===== src/rtl/bin_to_bcd.sv =====
// rtl/bin_to_bcd.sv - sequential double-dabble binary to four-digit BCD converter
// Optional busy output when BIN2BCD_BUSY_EN is defined.
module bin_to_bcd #(
    parameter int N = 7
) (
    input  logic         clk,
    input  logic         rst,
    input  logic         start,
    input  logic [N-1:0] bin,
    output logic [3:0]   bcd3,
    output logic [3:0]   bcd2,
    output logic [3:0]   bcd1,
    output logic [3:0]   bcd0,
`ifdef BIN2BCD_BUSY_EN
    output logic         busy,
`endif
    output logic         done
);

    localparam int CW = $clog2(N + 1);
    localparam logic [CW-1:0] CNT_INIT = CW'(N);
    localparam logic [CW-1:0] CNT_LAST = CW'(1);

    typedef enum logic [1:0] {
        IDLE  = 2'd0,
        SHIFT = 2'd1,
        DONE  = 2'd2
    } state_t;

    state_t          state;
    state_t          state_nxt;
    logic [N-1:0]    sreg;
    logic [15:0]     acc;
    logic [15:0]     acc_adj;
    logic [15:0]     acc_nxt;
    logic [CW-1:0]   cnt;
    logic            accept;
    logic            last;
    logic            unused_acc_msb;

    assign accept = start && (state != SHIFT);
    assign last   = (state == SHIFT) && (cnt == CNT_LAST);

    // All four digits are corrected from the pre-shift value before the shift.
    always_comb begin
        acc_adj = acc;
        for (int i = 0; i < 4; i++) begin
            if (acc[4*i +: 4] >= 4'd5) begin
                acc_adj[4*i +: 4] = acc[4*i +: 4] + 4'd3;
            end
        end
    end

    assign acc_nxt        = {acc_adj[14:0], sreg[N-1]};
    assign unused_acc_msb = acc_adj[15];

    always_ff @(posedge clk or posedge rst) begin
        if (rst) begin
            state <= IDLE;
        end else begin
            state <= state_nxt;
        end
    end

    always_comb begin
        state_nxt = state;
        case (state)
            IDLE:    if (start) state_nxt = SHIFT;
            SHIFT:   if (cnt == CNT_LAST) state_nxt = DONE;
            DONE:    if (start) state_nxt = SHIFT;
            default: state_nxt = IDLE;
        endcase
    end

    always_comb begin
        done = (state == DONE);
`ifdef BIN2BCD_BUSY_EN
        busy = (state == SHIFT);
`endif
    end

    always_ff @(posedge clk or posedge rst) begin
        if (rst) begin
            sreg <= '0;
            acc  <= '0;
            cnt  <= '0;
            bcd3 <= '0;
            bcd2 <= '0;
            bcd1 <= '0;
            bcd0 <= '0;
        end else if (accept) begin
            sreg <= bin;
            acc  <= '0;
            cnt  <= CNT_INIT;
        end else if (state == SHIFT) begin
            sreg <= sreg << 1;
            acc  <= acc_nxt;
            cnt  <= cnt - CNT_LAST;
            if (last) begin
                {bcd3, bcd2, bcd1, bcd0} <= acc_nxt;
            end
        end
    end

endmodule


===== config.mk =====
export PLATFORM = sky130hd
export DESIGN_NAME = bin_to_bcd
export DESIGN_NICKNAME = d
export VERILOG_FILES = /design/src/rtl/bin_to_bcd.sv
export SDC_FILE = /design/constraint.sdc
export NUM_CORES = 1
export LEC_CHECK = 0
export CORE_ASPECT_RATIO = 1.1
export CORE_UTILIZATION = 44
export CTS_CLUSTER_DIAMETER = 60
export DETAILED_ROUTE_END_ITERATION = 12
export GPL_TIMING_DRIVEN = 0
export PLACE_DENSITY = 0.66
export SYNTH_ARGS = -nofsm -noshare
export SYNTH_HDL_FRONTEND = slang
export SYNTH_SLANG_ARGS = --single-unit

===== constraint.sdc =====
create_clock -name clk -period 1.6 [get_ports clk]
set_input_delay 0.16 -clock clk [delete_from_list [all_inputs] [get_ports clk]]
set_output_delay 0.16 -clock clk [all_outputs]
set_load 0.1 [all_outputs]

==> metrics.txt <==
Worst Tran Pin Value roughly 0.54 ns; chip width between 60 and 70 microns; dpl ws -0.235 ns; vias in the first global route roughly 1500; Synth Cell Area roughly 0.0022 sq mm; Die H approximately 75 microns; synth warn 0; core area 0.00468 sq mm; post-synth top area share 51.0%; FP Rows 26; sequential area share after synthesis 51.0%; Yosys cell types 26; Critical Path Start Type flop; Die ar. between 0.005 and 0.006 sq mm; r2r startpoint acc[0]; number of max-cap violations 0; ys async rst share 100%; Final Hold Fails 0; Top delay family on crit path flip-flops; clk sinks 44; Final Cell Area approximately 0.0027 sq mm; Tightest Hold Check Type primary input to asynchronous set/reset pin; Clock Latency Late Sink approximately 0.3 ns; Syn Nets 236; Worst Path Buf+Inv 1; initial antenna violation count 0; Setup WS post-layout about 0.068 ns; highest net fanout along the worst path 5; I/O pin cnt 27; Avg Cell Area, Syn about 10 sq um; initial core utilization between 40% and 50%; crit-path cells inv_1 > ha_4 > nand2b_1 > a21oi_2 > mux2_4 > o21ai_2; dpl hpwl approximately 3000 microns; leading area contributor after synthesis dfrtp_1; number of flops mapped to enable cells by yosys 0; Remaining Overflow, GRT 0; Antenna Diode Count 0; largest net degree at the start of global routing 26; nature of the critical path endpoint flop; dpl cells approximately 300; setup TNS 0 ns; Tot GR Track Use between 10% and 20%; skew final approximately 0.005 ns; synth top area cells dfrtp_1, ha_1, nand2_1; Mapped Cells 216; setup violators final 0; f_max 653 MHz; status finished clean; Pre-antenna DRT Iters 4; gpl congestion slightly below 0.8; nets around 280; routed vias/inst 5.17; minimum clock period between 1.5 and 2 ns; kind of critical path flop to flop; number of CTS-inserted buffers 5; drt total wl approximately 4300 microns; Top FF cell, synth dfrtp_1; CP max-delay cell dfrtp_1; CP peak stage delay just over 0.4 ns; Post-Layout Cell Count roughly 310; 1st-iter DRT viols slightly below 60; Hold Buf Count CTS 0; CTS tree done; Worst-path clk slew 0.08 ns; pins over their slew limit 0; Worst EP arrival between 1.5 and 2 ns; # fillers 411; Detail Route Antenna Nets 0; maximum clock path buffer count 2; Post-DP Area ~0.0025 sq mm; Area Overhead vs Synth 26.3%; layout cells sized above 1 ~25%; final worst path period share about 96%; first-pass GRT wire length 7040 microns; Residual DRC 0; crit path from acc[0]; root buffer cell clkbuf_8; Rel. slew slack a little under two thirds; IO Port Bufs 26; CP required between 1.5 and 2 ns; CTS H-tree lvls 2; Synth Register Bits 44; routed len/inst approximately 14 microns; total number of vias approximately 1600
==> through the flow <==
step	utilization (%)	hold slack, ns
after floorplan	-	0.316
after global placement	53.2	0.463
after detailed placement	53.6	0.468
after CTS	56.5	0.188
after global routing	58.2	0.217
final	58.2	0.175
==> final timing paths <==
check / endpoint / slack (ns) / cells past startpoint
worst min-delay path: acc[1] / 0.18 / 2
worst max register to register: bcd0[2] / 0.07 / 6
worst min register to register: bcd2[2] / 0.48 / 2
worst max-delay path: bcd0[2] / 0.07 / 6
min in group clk: sreg[0] / 0.47 / 3
max in group asynchronous: cnt[0] / 0.94 / 3
==> flip-flops by register name, indices dropped and copies added, names as in the netlist <==
register / flops
acc: 16
bcd0: 4
bcd1: 4
bcd2: 4
bcd3: 4
cnt: 3
sreg: 7
state: 2
==> cells by family after synthesis <==
| kind of cell | Yosys count | share of synthesized area, % |
|---|---|---|
| mux | 12 | 6.55 |
| compound gates | 57 | 15.6 |
| xor+xnor | 4 | 1.62 |
| simple gates | 67 | 15.1 |
| fa+ha+maj | 10 | 5.80 |
| buf+inv | 22 | 4.35 |
| flops | 44 | 51.0 |
==> Yosys cell counts, types with 4 or more instances <==
library cell / number
mux2i_1: 7
ha_1: 10
o21ai_2: 7
buf_2: 9
nor2_1: 4
inv_1: 12
xnor2_1: 4
mux2_4: 4
dfrtp_1: 44
nor3b_1: 7
nand2_1: 28
nor3_1: 4
o21ai_0: 15
nand3_1: 15
a21oi_2: 4
a21oi_1: 8
nand2b_1: 5
o21ai_1: 19
==> worst register-to-register path: stages (launching register included) <==
cell and delay [ns]:
dfrtp_1 0.41, inv_1 0.16, ha_4 0.18, nand2b_1 0.09, a21oi_2 0.19, mux2_4 0.33
o21ai_2 0.11
==> final cells by class <==
type                            count  area (sq um)  share of cell area [%]
Sequential cell                    44          1100                    40.4
Multi-Input combinational cell    150          1010                    36.9
Timing Repair Buffer               34           348                    12.8
Clock buffer                        6          72.6                    2.66
Tap cell                           56          70.1                    2.57
Buffer                             10          48.8                    1.79
Inverter                           12          45.0                    1.65
Clock inverter                      2          35.0                    1.28
==> layer usage <==
layer / GRT usage, % / vias up / routed length, microns
li1: - / 824 / -
met1: 24.6 / 767 / 2070
met2: 30.5 / 27 / 2080
met3: 4.79 / 6 / 140
met4: 5.44 / 0 / 56
met5: 0 / - / 0
==> timing repair <==
action,in CTS,in global routing
cloned,0,0
resized for setup,53,8
endpoints found under the setup margin,20,10
buffers inserted,0,7
pin swaps,0,3
==> cells in the final DEF (no fill, tap or decap) <==
| cell type | count |
|---|---|
| ha_2 | 1 |
| nor3b_1 | 7 |
| clkdlybuf4s50_1 | 9 |
| clkinv_2 | 1 |
| ha_1 | 6 |
| o22ai_1 | 1 |
| o21ai_0 | 15 |
| nor2b_1 | 1 |
| clkbuf_8 | 5 |
| mux2_1 | 1 |
| o21ai_1 | 19 |
| nand3_1 | 15 |
| inv_2 | 2 |
| nand2b_1 | 5 |
| mux2_4 | 4 |
| nor2b_2 | 1 |
| clkdlybuf4s15_2 | 16 |
| nand2_1 | 28 |
| clkbuf_1 | 2 |
| buf_4 | 7 |
| nand2_2 | 1 |
| dfrtp_1 | 44 |
| buf_2 | 10 |
| a21oi_1 | 8 |
| o31ai_1 | 2 |
| a22o_1 | 1 |
| bufinv_16 | 1 |
| xnor2_1 | 4 |
| mux2i_1 | 7 |
| o21ai_2 | 7 |
| and2b_1 | 1 |
| nor3_1 | 4 |
| a21oi_2 | 4 |
| ha_4 | 3 |
| nor2_1 | 4 |
| inv_1 | 10 |
| buf_12 | 1 |
Power is not shown: default switching activity piles up to over one toggle a cycle in this logic, so the estimate is an artifact.
